--- src/rtl/cu_pkg.sv ---
// cu_pkg: shared opcodes, control encodings and types for the
// multicycle RV32I control unit.
package cu_pkg;

   localparam logic [6:0] OP_R      = 7'b0110011;
   localparam logic [6:0] OP_I      = 7'b0010011;
   localparam logic [6:0] OP_LOAD   = 7'b0000011;
   localparam logic [6:0] OP_STORE  = 7'b0100011;
   localparam logic [6:0] OP_BRANCH = 7'b1100011;
   localparam logic [6:0] OP_JALR   = 7'b1100111;
   localparam logic [6:0] OP_JAL    = 7'b1101111;
   localparam logic [6:0] OP_LUI    = 7'b0110111;
   localparam logic [6:0] OP_AUIPC  = 7'b0010111;

   localparam logic [2:0] IMM_I = 3'b000;
   localparam logic [2:0] IMM_S = 3'b001;
   localparam logic [2:0] IMM_U = 3'b010;
   localparam logic [2:0] IMM_B = 3'b101;
   localparam logic [2:0] IMM_J = 3'b110;

   localparam logic [1:0] WB_ALU = 2'b00;
   localparam logic [1:0] WB_MEM = 2'b01;
   localparam logic [1:0] WB_PC4 = 2'b10;

   localparam logic [1:0] BR_COND = 2'b01;
   localparam logic [4:0] BR_NONE = 5'b00000;
   localparam logic [4:0] BR_JUMP = 5'b11111;

   localparam logic [1:0] TC_NONE    = 2'b00;
   localparam logic [1:0] TC_ILLEGAL = 2'b01;
   localparam logic [1:0] TC_IMEM    = 2'b10;
   localparam logic [1:0] TC_DMEM    = 2'b11;

   localparam logic [2:0] ST_IDLE   = 3'd0;
   localparam logic [2:0] ST_FETCH  = 3'd1;
   localparam logic [2:0] ST_DECODE = 3'd2;
   localparam logic [2:0] ST_EXEC   = 3'd3;
   localparam logic [2:0] ST_MEM    = 3'd4;
   localparam logic [2:0] ST_WB     = 3'd5;
   localparam logic [2:0] ST_TRAP   = 3'd6;

   typedef enum logic [2:0] {
      S_IDLE   = ST_IDLE,
      S_FETCH  = ST_FETCH,
      S_DECODE = ST_DECODE,
      S_EXEC   = ST_EXEC,
      S_MEM    = ST_MEM,
      S_WB     = ST_WB,
      S_TRAP   = ST_TRAP
   } state_t;

   typedef struct packed {
      logic [2:0] imm_src;
      logic       alua_src;
      logic       alub_src;
      logic [4:0] br_op;
      logic [3:0] alu_op;
      logic [2:0] dm_ctrl;
      logic [1:0] wb_src;
   } ctrl_t;

endpackage

--- src/rtl/cu_decode.sv ---
// cu_decode: combinational RV32I decode of the latched IR into
// datapath controls and instruction class flags.
module cu_decode
   import cu_pkg::*;
(
   input  logic [31:0] ir,
   output ctrl_t       ctrl,
   output logic        is_legal,
   output logic        is_load,
   output logic        is_store,
   output logic        is_branch,
   output logic        writes_rd
);

   logic [6:0] op;
   logic [2:0] f3;
   logic       f7b5;
   logic       unused_bits;

   assign op   = ir[6:0];
   assign f3   = ir[14:12];
   assign f7b5 = ir[30];
   assign unused_bits = ^{ir[31], ir[29:15], ir[11:7]};

   always_comb begin
      ctrl          = '0;
      ctrl.alub_src = 1'b1;
      is_legal      = 1'b1;
      is_load       = 1'b0;
      is_store      = 1'b0;
      is_branch     = 1'b0;
      unique case (op)
         OP_R: begin
            ctrl.alub_src = 1'b0;
            ctrl.alu_op   = {f7b5, f3};
         end
         OP_I: begin
            ctrl.imm_src = IMM_I;
            ctrl.alu_op  = {(f3 == 3'b101) & f7b5, f3};
         end
         OP_LOAD: begin
            is_load      = 1'b1;
            ctrl.imm_src = IMM_I;
            ctrl.wb_src  = WB_MEM;
            ctrl.dm_ctrl = f3;
         end
         OP_STORE: begin
            is_store     = 1'b1;
            ctrl.imm_src = IMM_S;
            ctrl.dm_ctrl = f3;
         end
         OP_BRANCH: begin
            is_branch     = 1'b1;
            ctrl.imm_src  = IMM_B;
            ctrl.br_op    = {BR_COND, f3};
            ctrl.alua_src = 1'b1;
         end
         OP_JAL: begin
            ctrl.imm_src  = IMM_J;
            ctrl.br_op    = BR_JUMP;
            ctrl.alua_src = 1'b1;
            ctrl.wb_src   = WB_PC4;
         end
         OP_JALR: begin
            ctrl.imm_src = IMM_I;
            ctrl.br_op   = BR_JUMP;
            ctrl.wb_src  = WB_PC4;
         end
         OP_LUI: begin
            ctrl.imm_src = IMM_U;
         end
         OP_AUIPC: begin
            ctrl.imm_src  = IMM_U;
            ctrl.alua_src = 1'b1;
         end
         default: begin
            ctrl     = '0;
            is_legal = 1'b0;
         end
      endcase
   end

   assign writes_rd = is_legal & ~is_store & ~is_branch;

endmodule

--- src/rtl/cu_multicycle.sv ---
// cu_multicycle: multicycle RV32I control unit with IR, memory
// handshakes, wait-state timeout and trap handling.
module cu_multicycle
   import cu_pkg::*;
#(
   parameter int MEM_TIMEOUT = 15,
   parameter int TO_W        = 4,
   parameter bit TRAP_EN     = 1'b1
) (
   input  logic        clk,
   input  logic        rst,
   input  logic [31:0] Instr,
   input  logic        IMemReady,
   input  logic        DMemReady,
   output logic        IMemReq,
   output logic        IRWr,
   output logic        DMemReq,
   output logic        PCWr,
   output logic [2:0]  ImmSrc,
   output logic        ALUASrc,
   output logic        ALUBSrc,
   output logic        RUWr,
   output logic [4:0]  BrOp,
   output logic [3:0]  ALUOp,
   output logic        DMWr,
   output logic [2:0]  DMCtrl,
   output logic [1:0]  RUDataWrSrc,
   output logic        Trap,
   output logic [1:0]  TrapCause,
   output logic [2:0]  State
);

   state_t          state, nxt;
   logic [31:0]     ir;
   logic [TO_W-1:0] cnt;
   logic [1:0]      cause, nxt_cause;
   ctrl_t           dec, ctrl;
   logic            legal, is_ld, is_st, is_br, wr_rd;
   logic            to_hit, waiting, active, st_done;

   cu_decode u_dec (
      .ir        (ir),
      .ctrl      (dec),
      .is_legal  (legal),
      .is_load   (is_ld),
      .is_store  (is_st),
      .is_branch (is_br),
      .writes_rd (wr_rd)
   );

   assign to_hit  = (MEM_TIMEOUT != 0) && (cnt == TO_W'(MEM_TIMEOUT));
   assign waiting = (state == S_FETCH && !IMemReady)
                 || (state == S_MEM && !DMemReady);

   always_comb begin
      nxt       = state;
      nxt_cause = cause;
      unique case (state)
         S_IDLE: nxt = S_FETCH;
         S_FETCH: begin
            if (IMemReady) begin
               nxt = S_DECODE;
            end else if (to_hit) begin
               nxt       = S_TRAP;
               nxt_cause = TC_IMEM;
            end
         end
         S_DECODE: begin
            if (legal) begin
               nxt = S_EXEC;
            end else if (TRAP_EN) begin
               nxt       = S_TRAP;
               nxt_cause = TC_ILLEGAL;
            end else begin
               nxt = S_FETCH;
            end
         end
         S_EXEC: begin
            if (is_br)               nxt = S_FETCH;
            else if (is_ld || is_st) nxt = S_MEM;
            else                     nxt = S_WB;
         end
         S_MEM: begin
            if (DMemReady) begin
               nxt = is_st ? S_FETCH : S_WB;
            end else if (to_hit) begin
               nxt       = S_TRAP;
               nxt_cause = TC_DMEM;
            end
         end
         S_WB:    nxt = S_FETCH;
         S_TRAP:  nxt = S_TRAP;
         default: nxt = S_IDLE;
      endcase
   end

   always_ff @(posedge clk or posedge rst) begin
      if (rst) begin
         state <= S_IDLE;
         cause <= TC_NONE;
         cnt   <= '0;
         ir    <= '0;
      end else begin
         state <= nxt;
         cause <= nxt_cause;
         if (IRWr) ir <= Instr;
         // any state change clears, so FETCH/MEM always start at 0
         if (nxt != state)  cnt <= '0;
         else if (waiting)  cnt <= cnt + 1'b1;
      end
   end

   assign active  = (state == S_EXEC) || (state == S_MEM)
                 || (state == S_WB);
   assign ctrl    = active ? dec : '0;
   assign st_done = (state == S_MEM) && is_st && DMemReady;

   assign IMemReq     = (state == S_FETCH);
   assign IRWr        = IMemReq && IMemReady;
   assign DMemReq     = (state == S_MEM);
   // store write commits on the completing cycle only
   assign DMWr        = st_done;
   assign RUWr        = (state == S_WB) && wr_rd;
   assign PCWr        = (state == S_DECODE && !legal && !TRAP_EN)
                     || (state == S_EXEC && is_br)
                     || st_done
                     || (state == S_WB);
   assign ImmSrc      = ctrl.imm_src;
   assign ALUASrc     = ctrl.alua_src;
   assign ALUBSrc     = ctrl.alub_src;
   assign BrOp        = ctrl.br_op;
   assign ALUOp       = ctrl.alu_op;
   assign DMCtrl      = ctrl.dm_ctrl;
   assign RUDataWrSrc = ctrl.wb_src;
   assign Trap        = (state == S_TRAP);
   assign TrapCause   = cause;
   assign State       = state;

endmodule
--- config.mk ---
export PLATFORM = sky130hd
export DESIGN_NAME = cu_multicycle
export DESIGN_NICKNAME = d
export VERILOG_FILES = /design/src/rtl/cu_pkg.sv /design/src/rtl/cu_decode.sv /design/src/rtl/cu_multicycle.sv
export SDC_FILE = /design/constraint.sdc
export NUM_CORES = 1
export LEC_CHECK = 0
export BUFFER_PORTS_ARGS = -buffer_cell sky130_fd_sc_hd__buf_2
export CAP_MARGIN = 20
export CORE_MARGIN = 3
export CORE_UTILIZATION = 50
export DETAILED_ROUTE_END_ITERATION = 10
export GPL_ROUTABILITY_DRIVEN = 0
export GPL_TIMING_DRIVEN = 0
export PLACE_DENSITY = 0.74
export SYNTH_ARGS = -nofsm -noshare
export SYNTH_HDL_FRONTEND = slang
export SYNTH_HIERARCHICAL = 1
export SYNTH_SLANG_ARGS = --single-unit
--- constraint.sdc ---
create_clock -name clk -period 3.1 [get_ports clk]
set_clock_uncertainty 0.2 [all_clocks]
set_input_delay 0.31 -clock clk [delete_from_list [all_inputs] [get_ports clk]]
set_output_delay 0.31 -clock clk [all_outputs]
set_load 0.005 [all_outputs]
=== Word-level counts from Yosys, hierarchy flattened ===
Index checks and enable logic that the tools add are counted.

* Word-level logic and storage cells: 87
* Bits in registers: 40
* Output and inout bits: 31
* Input port bits: 36

* Equal/unequal tests: 23
* Bitwise logic cells: 5
* $add $sub $neg: 1
* Muxes and demuxes: 28
* Reductions and logical operators: 26

{| class="wikitable"
|+ Operators by type and width
! kind !! number
|-
| $eq A7 B6 Y1 const B || 3
|-
| $eq A7 B7 Y1 const B || 3
|-
| $mux W3 || 7
|-
| $mux W19 || 1
|-
| $pmux W3 S6 || 1
|-
| $eq A7 B5 Y1 const B || 2
|-
| $eq A3 B3 Y1 const B || 4
|-
| $pmux W3 S4 || 1
|-
| $mux W2 || 5
|-
| $pmux W5 S2 || 1
|-
| $reduce_or A9 Y1 || 1
|-
| $mux W4 || 2
|-
| $pmux W4 S2 || 1
|-
| $reduce_or A2 Y1 || 4
|-
| $reduce_or A8 Y1 || 1
|-
| $eq A7 B2 Y1 const B || 1
|-
| $logic_and A1 B1 Y1 || 7
|-
| $mux W1 || 7
|-
| $eq A3 B2 Y1 const B || 2
|-
| $logic_or A1 B1 Y1 || 6
|-
| $ne A2 B2 Y1 const B || 3
|-
| $pmux W2 S3 || 1
|-
| $reduce_and A6 Y1 || 1
|-
| $add A4 B1 Y4 const B || 1
|-
| other kinds (12) || 17
|}

=== Longest topological paths before layout ===
Gate-level depths: netlist of the first run.

* Depth after elaboration: 8
* Gate-level depth with buffers: 9
* Depth with buffers taken out: 7

=== By module ===
The synthesis of the first run kept the hierarchy.

{| class="wikitable"
|+ By module, submodules not included
! module !! area each (um^2) !! cells each !! instances !! seq. area each (um^2)
|-
| cu_multicycle || 2052.0 || 243 || 1 || 1026.0
|-
| cu_decode || 365.4 || 56 || 1 || 0.0
|}

=== Worst setup path before layout of the first run ===
No wires, ideal clock.

* Kind: reg-to-reg
* From: reg ir[3]
* To: reg cnt[0]
* Data required time: 2.806 ns
* Path buffers: 2
* Clock period less this slack: 2.199 ns
* Setup slack: 0.901 ns
* Cell stages (with the launch flop): 10
* Setup time: 0.094 ns
* Arrival: 1.905 ns
* Cell sequence: dfrtp_1 > buf_6 > or2_1 > buf_6 > a21o_1 > a21oi_1 > nor2b_1 > o22ai_1 > a22o_1 > a211oi_1

* Elaborated cells on any way between the ends: 24
* Those cells by class: eq/ne (10); mux (11); reduce/logical (3)

{| class="wikitable"
|+ RTL lines
! item !! line !! source
|-
| from (decl) || cu_multicycle.sv:34 || <nowiki>logic [31:0] ir;</nowiki>
|-
| from (signal assigned) || cu_multicycle.sv:106 || <nowiki>if (IRWr) ir <= Instr;</nowiki>
|-
| $eq A7 B6 Y1 (tied with other cells) || cu_decode.sv:32 || <nowiki>unique case (op)</nowiki>
|-
| $reduce_or A9 Y1 (no line) (*) || - ||
|-
| $mux W1 (*) || cu_decode.sv:32 ||
|-
| via legal || cu_multicycle.sv:38 || <nowiki>logic legal, is_ld, is_st, is_br, wr_rd;</nowiki>
|-
| $mux W3 (*) || cu_multicycle.sv:69 || <nowiki>if (legal) begin</nowiki>
|-
| $pmux W3 S6 (*) || cu_multicycle.sv:58 || <nowiki>unique case (state)</nowiki>
|-
| $ne A3 B3 Y1 (*) || cu_multicycle.sv:108 || <nowiki>if (nxt != state) cnt <= '0;</nowiki>
|-
| $mux W4 / $reduce_bool A2 Y1 (equally long branches) || - ||
|-
| to (signal assigned) || cu_multicycle.sv:109 || <nowiki>else if (waiting) cnt <= cnt + 1'b1;</nowiki>
|-
| to (decl) || cu_multicycle.sv:35 || <nowiki>logic [TO_W-1:0] cnt;</nowiki>
|}

Mark *: on every way through the listed nets, which the timed path passes. The rest lies on a longest branch.
A chain may end at the register's enable or synchronous reset.

=== Worst setup path after layout of the first run ===
* From: reg ir[6]
* To: out PCWr

* Elaborated cells on any way between the ends: 9
* Those cells by class: eq/ne (2); mux (2); reduce/logical (5)

{| class="wikitable"
|+ RTL lines
! item !! line !! source
|-
| $eq A7 B7 Y1 || cu_decode.sv:32 ||
|-
| $mux W1 || cu_decode.sv:32 ||
|-
| via is_br || cu_multicycle.sv:38 ||
|-
| $logic_and A1 B1 Y1 || cu_multicycle.sv:125 || <nowiki>|| (state == S_EXEC && is_br)</nowiki>
|-
| $logic_or A1 B1 Y1 || cu_multicycle.sv:126 || <nowiki>|| st_done</nowiki>
|-
| $logic_or A1 B1 Y1 || cu_multicycle.sv:127 || <nowiki>|| (state == S_WB);</nowiki>
|-
| to (decl) || cu_multicycle.sv:18 || <nowiki>output logic PCWr,</nowiki>
|}

The timed path passes the listed nets, and every way through them passes these cells.

==> metrics, run 1 <==
status=finished clean; Sw Share=21.9%; CP top delay family=simple AND/OR/NAND/NOR gates; vias in the first global route=1411; first-pass GRT wire length=6480 microns; P_sw=0.0898 mW; crit-path cells=and3b_1 -> buf_4 -> nand3_2 -> nor2_1 -> nand3_1 -> a21oi_1 -> a31o_2 -> buf_2; Worst R2R Setup Slack=610 ps; cts bufs inserted=3; Ports=67; kind of end point of the critical path=output port; Yosys warning count=6; Core Box Area=0.00310 sq mm; DR vias/cell=5.18; Residual DRC=0; drt pass-1 iters=4; sequential power share=63.5%; Skew-Pair Late Insertion Delay=300 ps; Hold Crit Class=in -> reg; routed vias=1631; Avg Cell Area, Syn=7.70 sq um; Crit Path Class=reg -> out; Final Cycle Share=84.0%; Starting Density=53.3%; Slew HR=49.9%; Site Rows=20; TNS Setup=0 ps; setup violators final=0; startpoint type of the worst setup path=flip-flop; DR WL/cell=12.4 microns; Antenna Nets Post-Route=0; Tot Pwr=0.411 mW; Peak Freq=384 MHz; die area=0.00404 sq mm; initial antenna violation count=0; max cap viols=0; share of cells above drive strength 1=26.2%; Post-CTS Setup Bufs=0; non-filler cells, final=315; Die Y=63.5 microns; Hold Path Stages=3; Clk pwr share=29.9%; Detailed Place HPWL=2940 microns; RSZ-0062 raised after global routing=false; CTS sink cnt=20; nets=310; Worst R2R End=cnt[3]$_DFFE_PP0P_; largest net degree at the start of global routing=21; clock period minus worst slack=2600 ps; Reg2Reg Depth=9; reg2reg start=ir[3]$_DFFE_PP0P_; Cells after DPL=304; Int Power=0.321 mW; Worst-path clk slew=100 ps; Pwr per Cell Area=201 mW/mm^2; post-synth net total=252; pin slew with the least headroom to its limit=751 ps; initial DRC count=84; Gate power share=6.6%; number of I/O port buffers=45; TritonCTS clock tree=done; GRT Residual Overflow=0; CP peak stage delay=580 ps; crit path max fanout=9; filler cell count=306; ANT cells=0; P_leak=0.957 nW; H-tree Lvls=1; Worst setup startpoint=ir[6]$_DFFE_PP0P_; Hold Startpoint=Instr[6]; VDD IR max=0.000206 V; CP Buf/Inv Count=2; hold path endpoint=ir[6]$_DFFE_PP0P_; Netlist Area Pre-Place=0.00166 sq mm; final hold violation count=0; Cells after Synth=215; CP max stage cell=dfrtp_1; Root Driver=clkbuf_4; CP arrival=2090 ps; Critical Path RT=2590 ps; Max clock buf depth=2; Layout Area Growth over Synthesis=23.1%; max-slew violations=0; Post-Route WL=3900 microns; GRT Overall Usage=19.8%; Die Width=63.5 microns
## stage by stage
step	setup WS (ps)	util [%]	area (sq um)	hold slack, ps
finish	498	65.7	2040	1.34
global route	315	65.7	2040	5.86
CTS	522	64.7	2010	1.43
detailed placement	634	62.4	1940	276
global placement	667	62.4	1940	277
floorplan	901	-	1660	73.8
## state kept, by name, indices dropped and copies added (netlist names)
signal and flops:
cnt 4, TrapCause 2, ir 11, State 3
## worst max-delay path by stage
stage,end,depth (start not counted)
global route,PCWr,8
detailed placement,cnt[3]$_DFFE_PP0P_,9
finish,PCWr,8
CTS,PCWr,8
floorplan,cnt[0]$_DFFE_PP0P_,9
global placement,cnt[1]$_DFFE_PP0P_,9
## what timing repair did
| action | 4_1_cts | 5_1_grt |
|---|---|---|
| resized for setup | 0 | 0 |
| hold endpoints to repair | 24 | 3 |
| hold buffers | 5 | 3 |
## tightest hold or removal path: stages
cell	delay, ps
buf_2	80
nand2_1	40
nand2_1	40
## power groups by stage
| stage | sequential [mW] | combinational [mW] | clock [mW] |
|---|---|---|---|
| global placement | 0.266 | 0.0199 | 0 |
| global route | 0.261 | 0.0304 | 0.140 |
| CTS | 0.261 | 0.0243 | 0.125 |
| finish | 0.261 | 0.0271 | 0.123 |
| floorplan | 0.266 | 0.00731 | 0 |
| detailed placement | 0.266 | 0.0194 | 0 |
## metal layers
metal / part of all wire, % / vias up / GRT usage (%)
li1: - / 847 / -
met1: 51 / 724 / 29.7
met2: 42 / 56 / 29.6
met3: 5.7 / 4 / 2.32
met4: 0.80 / 0 / 5.66
met5: 0 / - / 0
## area by class of cell
type | instances | area (sq um) | share of cell area [%]
timing repair buffer | 53 | 305 | 15.0
sequential | 20 | 500 | 24.6
tap | 44 | 55.1 | 2.70
inverter | 11 | 41.3 | 2.03
buffer | 17 | 97.6 | 4.79
clock buffer | 3 | 22.5 | 1.10
multi-input combinational | 167 | 1020 | 49.8
## layout by cell type, fill, tap and decap left out, types with 3 or more instances in the layout
| cell | count |
|---|---|
| and3_1 | 3 |
| dlygate4sd3_1 | 8 |
| dfrtp_1 | 20 |
| nand2b_1 | 5 |
| nor3_1 | 5 |
| buf_2 | 51 |
| inv_1 | 9 |
| a21oi_1 | 14 |
| clkbuf_1 | 5 |
| nand2_1 | 39 |
| buf_4 | 3 |
| nor2b_1 | 24 |
| o21ai_0 | 5 |
| clkbuf_4 | 3 |
| xnor2_1 | 3 |
| nor2_1 | 12 |
| a211oi_1 | 9 |
| nand3_1 | 5 |
| and2_1 | 7 |
Note: power is estimated with default switching activity, not from simulation.
==> run 2: changes to the inputs <==
==> constraint.sdc (replaced) <==
create_clock -name clk -period 2.55 [get_ports clk]
set_clock_uncertainty 0.2 [all_clocks]
set_input_delay 0.255 -clock clk [delete_from_list [all_inputs] [get_ports clk]]
set_output_delay 0.255 -clock clk [all_outputs]
set_load 0.005 [all_outputs]
==> metrics, run 2 (synthesis results as in run 1) <==
reg2reg start=ir[3]$_DFFE_PP0P_; TNS Setup=0 ps (unchanged); share of cells above drive strength 1=29.5% (+3.3 points); Ports=67 (unchanged); Post-Route WL=4030 microns (+3.3%); vias in the first global route=1471 (+4.3%); kind of end point of the critical path=flip-flop; Hold Path Stages=3 (unchanged); cts bufs inserted=3 (unchanged); fin area=0.00211 sq mm (+3.3%); ANT cells=0 (unchanged); GRT Overall Usage=20.7% (+0.94 points); Detailed Place HPWL=2940 microns (unchanged); Worst R2R End=cnt[1]$_DFFE_PP0P_; CTS sink cnt=20 (unchanged); status=finished clean; setup violators final=0 (unchanged); sequential power share=62.8% (-0.7 points); initial antenna violation count=0 (unchanged); Residual DRC=0 (unchanged); P_leak=0.975 nW (+1.9%); max reg flops=11 (unchanged); startpoint type of the worst setup path=flip-flop; Int Power=0.394 mW (+23%); Core Util, Final=67.9% (+2.2 points); drt pass-1 iters=4 (unchanged); RSZ-0062 raised after global routing=true; Root Driver=clkbuf_4; metal3 WL=236 microns (+6.3%); Gate power share=7.5% (+0.9 points); DRT met1 WL=1970 microns (-1.1%); Cells after DPL=304 (unchanged); Reg2Reg Depth=9 (unchanged); final hold violation count=0 (unchanged); Hold Startpoint=IMemReady; largest net degree at the start of global routing=21 (unchanged); CP arrival=2450 ps (+360 ps); Starting Density=53.3% (unchanged); non-filler cells, final=319 (+1.3%); pin slew with the least headroom to its limit=753 ps (+1.68 ps); Slew HR=49.8% (-0.11 points); hold_ws=159 ps (+158 ps); max cap viols=0 (unchanged); Core Box Area=0.00310 sq mm (unchanged); Max Used Layer=met4; TritonCTS clock tree=done; placed instance area=0.00194 sq mm (unchanged); number of I/O port buffers=45 (unchanged); hold path endpoint=State[1]$_DFF_PP0_; met2 wire len=1790 microns (+8.3%); first-pass GRT wire length=6740 microns (+4.0%); Reg with most FFs=ir; crit path max fanout=9 (unchanged); Crit Path Class=reg -> reg; Max clock buf depth=2 (unchanged); DR WL/cell=12.6 microns (+2.0%); Layout Area Growth over Synthesis=27.2%; Final Cycle Share=95.3%; Hold Crit Class=in -> reg; Setup WS pre-CTS=84.0 ps (-550 ps); Clk pwr share=29.7% (-0.2 points); Skew-Pair Late Insertion Delay=300 ps (about the same); Pwr per Cell Area=240 mW/mm^2 (+19%); P_sw=0.111 mW (+23%); die area=0.00404 sq mm (unchanged); Site Rows=20 (unchanged); slack of the critical path=119 ps (-378 ps); Worst R2R Setup Slack=120 ps (-490 ps); nets=314 (+1.3%); most frequent cells in the layout=buf_2 (51), nand2_1 (39), nor2b_1 (23); most common cell after layout, fill and taps aside=buf_2; Worst-path clk slew=110 ps (about the same); max-slew violations=0 (unchanged); H-tree Lvls=1 (unchanged); Antenna Nets Post-Route=0 (unchanged); clock period minus worst slack=2430 ps; DR vias/cell=5.15 (-0.53%); VDD IR max=0.000255 V (+23%); Die Width=63.5 microns (unchanged); Tot Pwr=0.505 mW (+23%); Critical Path RT=2570 ps (-20 ps); routed vias=1643 (+0.74%); Sw Share=22.0% (+0.084 points); GRT Residual Overflow=0 (unchanged); Die Y=63.5 microns (unchanged); Peak Freq=411 MHz; initial DRC count=82 (-2.4%)
-- run 2: changes by cell type in the layout (fill, tap and decap cells not counted), moves of 2 or more --
cell,before,now
dfrtp_2,0,3
a211oi_2,2,4
a211oi_1,9,7
dlygate4sd3_1,8,12
dfrtp_1,20,17
-- run 2: per-layer routing --
metal  vias up  GRT usage (%)
met5         -              0
met4         0           5.66
met1       731           30.0
met2        51           32.7
li1        857              -
met3         4           2.14
-- run 2: final cells by class --
cell class	count	area (sq um)
Timing Repair Buffer	57	345
Multi-Input combinational cell	167	1040
Sequential cell	20	504
Buffer	17	98.8
Tap cell	44	55.1
Clock buffer	3	22.5
Fill cell	300	997
Inverter	11	41.3
-- run 2: how the worst max path moves through the flow --
| stage | startpoint | to | slack, ps | cells after the start |
|---|---|---|---|---|
| floorplan | ir[3]$_DFFE_PP0P_ | cnt[0]$_DFFE_PP0P_ | 350 | 9 |
| global placement | ir[3]$_DFFE_PP0P_ | cnt[1]$_DFFE_PP0P_ | 120 | 9 |
| detailed placement | ir[3]$_DFFE_PP0P_ | cnt[3]$_DFFE_PP0P_ | 80 | 9 |
| CTS | ir[6]$_DFFE_PP0P_ | PCWr | 30 | 8 |
| global route | ir[3]$_DFFE_PP0P_ | cnt[2]$_DFFE_PP0P_ | 2 | 9 |
| finish | ir[3]$_DFFE_PP0P_ | cnt[1]$_DFFE_PP0P_ | 120 | 9 |
-- run 2: critical path, stage by stage (launching register included) --
cell and delay [ps]:
dfrtp_1 410, buf_6 140, or2_1 230, buf_6 140, a21o_1 150, a21oi_1 170
nor2b_2 220, o22ai_1 130, a22o_2 330, a211oi_1 230
-- run 2: timing repair --
action | in CTS | in global routing
hold buffers | 12 | 0
setup buffers | 0 | 0
gates resized for setup | 0 | 12
endpoints found under the setup margin | 0 | 16
hold endpoints to repair | 31 | 0
-- run 2: power groups by stage --
| stage | combinational (mW) | sequential (mW) | clock, mW |
|---|---|---|---|
| floorplan | 0.00889 | 0.323 | 0 |
| global route | 0.0421 | 0.317 | 0.170 |
| CTS | 0.0376 | 0.317 | 0.152 |
| global placement | 0.0242 | 0.323 | 0 |
| finish | 0.0381 | 0.317 | 0.150 |
| detailed placement | 0.0236 | 0.323 | 0 |
==> run 3: changes to the inputs <==
==> constraint.sdc (replaced) <==
create_clock -name clk -period 2.55 [get_ports clk]
set_clock_uncertainty 0.2 [all_clocks]
set_input_delay 0.51 -clock clk [delete_from_list [all_inputs] [get_ports clk]]
set_output_delay 0.51 -clock clk [all_outputs]
set_load 0.005 [all_outputs]
==> metrics, run 3 (synthesis results as in run 1) <==
hold_ws=117 ps (-42.6 ps); CP peak stage delay=400 ps (about the same); Root Driver=clkbuf_4; Pwr per Cell Area=231 mW/mm^2 (-3.5%); TritonCTS clock tree=done; CTS sink cnt=20 (unchanged); Sw Share=22.2% (+0.25 points); crit-path cells=or2_1 -> buf_6 -> nor4b_4 -> and3_1 -> nor2b_4 -> buf_2; Slew HR=50.0% (+0.21 points); sequential power share=64.6% (+1.8 points); H-tree Lvls=1 (unchanged); max-slew violations=0 (unchanged); number of I/O port buffers=45 (unchanged); fin area=0.00212 sq mm (+0.77%); DR WL/cell=12.9 microns (+2.5%); clock period minus worst slack=2550 ps (+124 ps); share of cells above drive strength 1=36.5% (+7.1 points); die area=0.00404 sq mm (unchanged); Tot Pwr=0.491 mW (-2.7%); Residual DRC=0 (unchanged); Reg with most FFs=ir; CP arrival=1840 ps (-610 ps); slack of the critical path=-4.43 ps (-124 ps); DR vias/cell=5.29 (+2.6%); Clk pwr share=30.7% (+1.0 points); cts bufs inserted=3 (unchanged); P_sw=0.109 mW (-1.6%); Antenna Nets Post-Route=0 (unchanged); GRT Residual Overflow=0 (unchanged); drt pass-1 iters=4 (unchanged); Cells after DPL=304 (unchanged); Peak Freq=391 MHz (-4.8%); Max clock buf depth=2 (unchanged); CP Buf/Inv Count=2 (unchanged); most frequent cells in the layout=buf_2 (48), nand2_1 (38), nor2b_1 (21); vias in the first global route=1408 (-4.3%); max reg flops=11 (unchanged); non-filler cells, final=315 (-1.3%); ANT cells=0 (unchanged); most common cell after layout, fill and taps aside=buf_2; Gate power share=4.8% (-2.7 points); Layout Area Growth over Synthesis=28.2%; Site Rows=20 (unchanged); placed instance area=0.00194 sq mm (unchanged); setup violators final=2 (+2); Core Util, Final=68.4% (+0.52 points); max cap viols=0 (unchanged); Post-Route WL=4080 microns (+1.2%); routed vias=1665 (+1.3%); kind of end point of the critical path=output port; Skew-Pair Late Insertion Delay=300 ps (about the same); Final Cycle Share=100% (+4.9 points); Int Power=0.382 mW (-3.0%); VDD IR max=0.000256 V (+0.59%); Hold Crit Class=in -> async; CP max stage cell=dfrtp_1; CP top delay family=simple AND/OR/NAND/NOR gates; pin slew with the least headroom to its limit=750 ps (-3.09 ps); final hold violation count=0 (unchanged); Worst-path clk slew=120 ps (about the same); failing checks=setup timing; status=finished with violations; GRT Overall Usage=19.7% (-0.97 points); first-pass GRT wire length=6480 microns (-3.9%); Die Y=63.5 microns (unchanged); Crit Path Class=reg -> out; P_leak=0.978 nW (+0.38%); crit path max fanout=5 (-4); nets=310 (-1.3%); Core Box Area=0.00310 sq mm (unchanged); largest net degree at the start of global routing=21 (unchanged); TNS Setup=-5.50 ps (-5.50 ps); Critical Path RT=1840 ps (-730 ps); RSZ-0062 raised after global routing=true; Detailed Place HPWL=2940 microns (unchanged); initial antenna violation count=0 (unchanged); initial DRC count=126 (+54%); Ports=67 (unchanged); Starting Density=53.3% (unchanged); startpoint type of the worst setup path=flip-flop; Die Width=63.5 microns (unchanged); Setup WS pre-CTS=84.0 ps (unchanged)
==> run 3: changes by cell type in the layout (fill, tap and decap cells not counted), sizes merged <==
cell / previous run / this run
clkbuf: 8 / 11
buf: 57 / 62
clkinv: 2 / 1
dlygate4sd3: 12 / 0
clkinvlp: 0 / 1
==> run 3: path summary, 6_finish.rpt <==
path	start	end	slack [ps]	cells past startpoint
max reg2reg	ir[4]$_DFFE_PP0P_	cnt[3]$_DFFE_PP0P_	170	8
min	rst	ir[13]$_DFFE_PP0P_	120	2
max in group asynchronous	rst	ir[6]$_DFFE_PP0P_	1510	2
min in group clk	Instr[30]	ir[30]$_DFFE_PP0P_	190	3
max	ir[2]$_DFFE_PP0P_	ALUOp[3]	-4	6
min reg2reg	ir[4]$_DFFE_PP0P_	ir[4]$_DFFE_PP0P_	320	2
==> run 3: power by group through the flow <==
stage | clock [mW] | combinational [mW] | sequential, mW
floorplan | 0 | 0.00889 | 0.323
global placement | 0 | 0.0242 | 0.323
detailed placement | 0 | 0.0236 | 0.323
CTS | 0.152 | 0.0238 | 0.317
global route | 0.167 | 0.0268 | 0.317
finish | 0.151 | 0.0235 | 0.317
==> run 3: final cells by class <==
cell class / instances / area (sq um)
multi-input combinational: 167 / 1090
fill: 290 / 981
sequential: 20 / 505
timing repair buffer: 54 / 312
buffer: 16 / 96.3
tap: 44 / 55.1
inverter: 11 / 45.0
clock buffer: 3 / 22.5
==> run 3: timing repair <==
item | 4_1_cts | 5_1_grt
hold buffers | 0 | 0
pin swaps | 2 | 7
setup endpoints to repair | 20 | 26
buffers inserted | 4 | 5
resized for setup | 8 | 22
==> run 3: layer usage <==
| metal | share of wire (%) | global-route usage (%) | vias up |
|---|---|---|---|
| met5 | 0 | 0 | - |
| met4 | 0.86 | 5.66 | 0 |
| met3 | 6.2 | 2.32 | 4 |
| met2 | 44 | 30.5 | 57 |
| met1 | 48 | 28.8 | 758 |
| li1 | - | - | 846 |
==> run 3: worst register-to-register path, delay by kind of cell (launching register included) <==
family                 cells  cell delay (ps)
DFF                        1              430
AOI/OAI and AO/OA          5             1090
buffers and inverters      1              160
and+or+nand+nor            2              430
